`config.mk`:
```
export PLATFORM = sky130hd
export DESIGN_NAME = control_unit_fsm
export DESIGN_NICKNAME = d
export VERILOG_FILES = /design/src/rtl/control_unit_fsm.sv
export SDC_FILE = /design/constraint.sdc
export NUM_CORES = 1
export LEC_CHECK = 0
export ABC_CLOCK_PERIOD_IN_PS = 2000
export BUFFER_PORTS_ARGS = -buffer_cell sky130_fd_sc_hd__buf_2
export CAP_MARGIN = 20
export CORE_UTILIZATION = 35
export CTS_CLUSTER_DIAMETER = 150
export CTS_CLUSTER_SIZE = 25
export DETAILED_ROUTE_END_ITERATION = 10
export PLACE_DENSITY = 0.65
export SETUP_SLACK_MARGIN = 0.3
export SLEW_MARGIN = 25
export SYNTH_ARGS = -nofsm -noshare
export SYNTH_HDL_FRONTEND = slang
export SYNTH_SLANG_ARGS = --single-unit
```
`constraint.sdc`:
```
create_clock -name clk -period 2 [get_ports clk]
set_input_delay 0.4 -clock clk [delete_from_list [all_inputs] [get_ports clk]]
set_output_delay 0.4 -clock clk [all_outputs]
set_load 0.01 [all_outputs]
```
`src/rtl/control_unit_fsm.sv`:
```
// Multi-cycle FETCH/DECODE/EXEC/MEM/WB control sequencer for the fetch/decode datapath.
// Outputs decode only from registered state and the fields latched in DECODE.
module control_unit_fsm #(
  parameter int COUNT_W         = 16,
  parameter bit HALT_ON_ILLEGAL = 1'b1
) (
  input  logic               clk,
  input  logic               reset,
  input  logic               run,
  input  logic [6:0]         opcode,
  input  logic [2:0]         funct3,
  input  logic               funct7_5,
  output logic               WE_mem,
  output logic               WE_reg,
  output logic [1:0]         OP_MEM_I,
  output logic               ADD_SUB,
  output logic               PC_load,
  output logic [2:0]         select_flags,
  output logic [2:0]         state,
  output logic               halt,
  output logic [COUNT_W-1:0] retired
);

  typedef enum logic [2:0] {
    ST_FETCH  = 3'd0,
    ST_DECODE = 3'd1,
    ST_EXEC   = 3'd2,
    ST_MEM    = 3'd3,
    ST_WB     = 3'd4,
    ST_HALT   = 3'd7
  } state_e;

  typedef enum logic [2:0] {
    CLS_ILLEGAL = 3'd0,
    CLS_R       = 3'd1,
    CLS_IALU    = 3'd2,
    CLS_LOAD    = 3'd3,
    CLS_STORE   = 3'd4,
    CLS_BRANCH  = 3'd5
  } cls_e;

  function automatic cls_e classify(input logic [6:0] op);
    case (op)
      7'b0110011: classify = CLS_R;
      7'b0010011: classify = CLS_IALU;
      7'b0000011: classify = CLS_LOAD;
      7'b0100011: classify = CLS_STORE;
      7'b1100011: classify = CLS_BRANCH;
      default:    classify = CLS_ILLEGAL;
    endcase
  endfunction

  // Branch funct3 to flag-select code; the two reserved funct3 values fall through to PC+1.
  function automatic logic [2:0] flag_sel(input logic [2:0] f3);
    case (f3)
      3'b000:  flag_sel = 3'b001;
      3'b001:  flag_sel = 3'b010;
      3'b100:  flag_sel = 3'b011;
      3'b101:  flag_sel = 3'b100;
      3'b110:  flag_sel = 3'b101;
      3'b111:  flag_sel = 3'b110;
      default: flag_sel = 3'b000;
    endcase
  endfunction

  state_e             state_r, state_next_s;
  cls_e               cls_r, cls_s;
  logic [2:0]         funct3_r;
  logic               funct7_5_r;
  logic [COUNT_W-1:0] retired_r;
  logic               sub_op_s;
  logic               we_mem_s, we_reg_s, add_sub_s, pc_load_s, halt_s;
  logic [1:0]         op_mem_i_s;
  logic [2:0]         select_flags_s;

  assign cls_s    = classify(opcode);
  assign sub_op_s = (cls_r == CLS_BRANCH) ||
                    ((cls_r == CLS_R) && (funct3_r == 3'b000) && funct7_5_r);

  // State register, DECODE field latch and retired-instruction counter.
  always_ff @(posedge clk) begin
    if (!reset) begin
      state_r    <= ST_FETCH;
      cls_r      <= CLS_ILLEGAL;
      funct3_r   <= 3'b000;
      funct7_5_r <= 1'b0;
      retired_r  <= '0;
    end else begin
      state_r <= state_next_s;
      if (state_r == ST_DECODE) begin
        cls_r      <= cls_s;
        funct3_r   <= funct3;
        funct7_5_r <= funct7_5;
      end
      if (pc_load_s) begin
        retired_r <= retired_r + COUNT_W'(1);
      end
    end
  end

  // Next-state and control decode from registered state only.
  always_comb begin
    state_next_s   = state_r;
    we_mem_s       = 1'b0;
    we_reg_s       = 1'b0;
    op_mem_i_s     = 2'b00;
    add_sub_s      = 1'b0;
    pc_load_s      = 1'b0;
    select_flags_s = 3'b000;
    halt_s         = 1'b0;
    case (state_r)
      ST_FETCH: begin
        if (run) begin
          state_next_s = ST_DECODE;
        end else begin
          state_next_s = ST_FETCH;
        end
      end
      ST_DECODE: begin
        if (cls_s != CLS_ILLEGAL) begin
          state_next_s = ST_EXEC;
        end else if (HALT_ON_ILLEGAL) begin
          state_next_s = ST_HALT;
        end else begin
          state_next_s = ST_WB;
        end
      end
      ST_EXEC: begin
        add_sub_s = sub_op_s;
        case (cls_r)
          CLS_BRANCH: begin
            pc_load_s      = 1'b1;
            select_flags_s = flag_sel(funct3_r);
            state_next_s   = ST_FETCH;
          end
          CLS_LOAD, CLS_STORE: state_next_s = ST_MEM;
          default:             state_next_s = ST_WB;
        endcase
      end
      ST_MEM: begin
        add_sub_s = sub_op_s;
        if (cls_r == CLS_STORE) begin
          we_mem_s     = 1'b1;
          pc_load_s    = 1'b1;
          state_next_s = ST_FETCH;
        end else begin
          op_mem_i_s   = 2'b01;
          state_next_s = ST_WB;
        end
      end
      ST_WB: begin
        add_sub_s    = sub_op_s;
        we_reg_s     = (cls_r != CLS_ILLEGAL);
        pc_load_s    = 1'b1;
        op_mem_i_s   = (cls_r == CLS_LOAD) ? 2'b01 : 2'b00;
        state_next_s = ST_FETCH;
      end
      ST_HALT: begin
        halt_s       = 1'b1;
        state_next_s = ST_HALT;
      end
      default: state_next_s = ST_FETCH;
    endcase
  end

  assign WE_mem       = we_mem_s;
  assign WE_reg       = we_reg_s;
  assign OP_MEM_I     = op_mem_i_s;
  assign ADD_SUB      = add_sub_s;
  assign PC_load      = pc_load_s;
  assign select_flags = select_flags_s;
  assign state        = state_r;
  assign halt         = halt_s;
  assign retired      = retired_r;

endmodule

```
==> out/qor.txt <==
RUN STATUS
----------------------------------------------------------------------------------------------------
Outcome                                                                                 finished clean

CRITICAL PATH
----------------------------------------------------------------------------------------------------
Maximum fanout along the worst path                                                                6
Startpoint Class                                                                           flip-flop
Arrival time at the worst endpoint                                                           1980 ps
Worst Setup Path Type                                                                   flip-flop to flip-flop
Worst flop-to-flop path startpoint                                                        retired[6]
Sort of element at the end of the critical path                                            flip-flop
Required time of the critical path                                                           2210 ps
Crit path launch                                                                          retired[6]

ROUTE
----------------------------------------------------------------------------------------------------
DRC violation total after the first TritonRoute iteration                                         37
Routed length per placed instance                                                           13.39 um
# DRC                                                                                              0
Via count                                                                                       1461
Mean number of vias per cell                                                                   5.411
Routed wire length                                                                          3.616 mm
Routed Antenna Nets                                                                                0
Detailed-router iteration count before antenna repair                                              4

DIE
----------------------------------------------------------------------------------------------------
Horizontal die dimension                                                                    65.59 um
Number of placed I/O pins                                                                         43
Effective utilization at floorplan                                                            37.52%
Die area                                                                                0.004301 sq mm
Standard-cell rows                                                                                22
Die height                                                                                  65.59 um
Floorplan Core Area                                                                     0.003771 sq mm

TIMING
----------------------------------------------------------------------------------------------------
Final sum of negative setup slack                                                               0 ps
Final critical-path required period                                                          1770 ps
Final hold violation count                                                                         0
Period utilisation layout                                                                     88.50%
RSZ-0062 raised after global routing                                                             yes
Clock skew after layout                                                                     6.360 ps
Setup violations, final                                                                            0
Number of slew-limit violations in the final report                                                0
Fmax                                                                                       565.0 MHz
Final critical-path setup slack                                                             230.1 ps

POWER
----------------------------------------------------------------------------------------------------
IR drop worst, VDD                                                                          311.3 uV
Static Leakage                                                                             0.8455 nW
Pwr Density                                                                             642.0 mW/mm^2
Post-layout total power                                                                     1.280 mW

PLACE
----------------------------------------------------------------------------------------------------
Quantity of I/O buffers inserted on ports                                                         41
RePlAce Congestion                                                                            0.7919
Post-DP HPWL                                                                                2.279 mm
Worst slack at placement                                                                    251.9 ps

CELLS AND AREA
----------------------------------------------------------------------------------------------------
Final #Nets                                                                                      238
Share of final-layout standard cells stronger than drive strength 1                           41.89%
P&R area growth vs syn                                                                        40.94%
Final antenna diode count                                                                          0
Final Core Density                                                                            52.89%

CLOCK NETWORK
----------------------------------------------------------------------------------------------------
Count of hold-fix buffers inserted at cts                                                          0
Worst-Skew Late Latency                                                                       270 ps
Deepest clock path buffer count                                                                    2
Inserted Clock Buffers                                                                             3
Clock H-tree levels                                                                                1
CTS sink count                                                                                    26
Clock-pin slew reported for the worst setup and hold paths after clock tree synthesis          90 ps
Cell at the root of the clock tree                                                          clkbuf_8
CTS tree                                                                                        done

FLOW RUN
----------------------------------------------------------------------------------------------------
Maximum Capacitance Violations                                                                     0

YOSYS
----------------------------------------------------------------------------------------------------
Avg Synthesized Cell Area                                                                8.324 sq um
Top_reg_cell synth                                                                           dfxtp_1
Distinct cell type count after synthesis                                                          44
Cell area after technology mapping                                                      0.001415 sq mm
Synthesized instance count                                                                       170
Sequential-to-total area share from yosys stat                                                36.78%
Post-synth top area share                                                                     36.78%
Net count of the mapped netlist                                                                  185
Largest cells by area after synthesis                                                   dfxtp_1, a21oi_1, o31ai_1, or4_1, mux2i_1
Cell type with the highest aggregate area in the netlist                                     dfxtp_1
Share of flip-flops with an asynchronous set or reset after synthesis                             0%
Synthesis-stage register bit count                                                                26
Number of warnings issued by yosys                                                                 0
Number of enable-type register cells in the synthesized netlist                                    0

MIN PATH
----------------------------------------------------------------------------------------------------
Tightest Hold Check Type                                                                primary input to flip-flop
Worst Min Path Start                                                                       funct3[0]

GRT
----------------------------------------------------------------------------------------------------
Via count of the first global-routing pass                                                      1301
GRT Overall Usage                                                                             18.70%
Total global routing overflow                                                                      0
Largest net degree at the start of global routing                                                 18
Antenna violations before repair                                                                   0
First-pass GRT wire length                                                                  6.223 mm

## metrics by stage
step / area [sq um] / hold slack [ps] / std cells
global route: 1994 / 375.9 / 270
global placement: 1712 / 469.1 / 255
finish: 1994 / 362.2 / 270
floorplan: 1435 / 455.0 / 170
CTS: 1954 / 358.6 / 270
detailed placement: 1712 / 470.2 / 255
## layout by cell type (no fill, tap or decap), types with 2 or more instances in the layout
cell       n
buf_4     13
nor2_1    13
nand3_1    2
a32oi_1    2
o21a_1     2
o31a_1     2
or3_1      6
mux2i_1    5
a21oi_1   17
buf_12     2
o31ai_1    8
dfxtp_1   12
or4_1      8
o22ai_1    2
dfxtp_4    7
nand2_1    9
inv_1      5
dfxtp_2    7
and3_1     2
buf_6      2
buf_2     40
clkbuf_8   4
a21oi_2    3
nor3b_1    3
nand4_1    3
xor2_1     3
a22oi_1    2
o21ai_0   10
## state kept, by name, summed over array words and instances (netlist names)
name	count
retired	16
cls_r	3
funct3_r	3
state	3
funct7_5_r	1
## worst max-delay path, stage by stage, from the launching register on
cell	delay [ps]
dfxtp_4	370
nand4_2	130
or4_4	590
or4_1	480
a21oi_1	140
## area by class of cell
class | count | area, sq um
Inverter | 6 | 22.52
Tap cell | 48 | 60.06
Timing Repair Buffer | 58 | 392.9
Fill cell | 352 | 1777
Multi-Input combinational cell | 128 | 908.4
Clock buffer | 4 | 55.05
Sequential cell | 26 | 555.5
## layer usage
| metal | vias up | part of all wire (%) | track usage [%] |
|---|---|---|---|
| li1 | 747 | - | - |
| met1 | 686 | 48 | 25.90 |
| met2 | 24 | 46 | 28.48 |
| met3 | 4 | 4.5 | 3.819 |
| met4 | 0 | 1.1 | 6.522 |
| met5 | - | 0 | 0 |
## worst paths after layout
kind | slack [ps] | endpoint | cells past startpoint
max reg2reg | 230 | retired[15] | 4
min | 360 | funct3_r[0] | 3
max | 230 | retired[15] | 4
min reg2reg | 480 | retired[15] | 2
## Yosys cell counts, drive strengths merged (3+ instances only)
| cell type | number |
|---|---|
| dfxtp | 26 |
| a21oi | 20 |
| nor2 | 13 |
| o21ai | 10 |
| nand2 | 9 |
| or4 | 9 |
| o31ai | 8 |
| or3 | 7 |
| clkbuf | 6 |
| inv | 6 |
| mux2i | 5 |
| buf | 4 |
| nand3 | 4 |
| nand4 | 4 |
| nor3b | 4 |
| xor2 | 3 |
## logic make-up (layout without fill, tap and decap cells)
| group | count (synthesis) | after routing | synth area share, % |
|---|---|---|---|
| simple gates | 65 | 65 | 28.74 |
| compound gates | 52 | 52 | 22.55 |
| flops | 26 | 26 | 36.78 |
| buf+inv | 16 | 68 | 4.774 |
| mux | 5 | 5 | 3.537 |
| xor+xnor | 4 | 4 | 2.476 |
| fa+ha+maj | 1 | 1 | 0.8840 |
| other cells | 1 | 1 | 0.2650 |
## repair_timing
| item | 4_1_cts | 5_1_grt |
|---|---|---|
| pin swaps | 14 | 2 |
| gates resized for setup | 19 | 10 |
| gates cloned | 1 | 0 |
| setup endpoints to repair | 16 | 22 |
| buffers inserted | 10 | 0 |
## report_power, final
group | internal, mW | leakage, nW | switching, mW
logic | 0.188 | 0.598 | 0.164
clock network | 0.176 | 0.0288 | 0.164
registers | 0.545 | 0.219 | 0.0438
(Power assumes the default switching activity.)
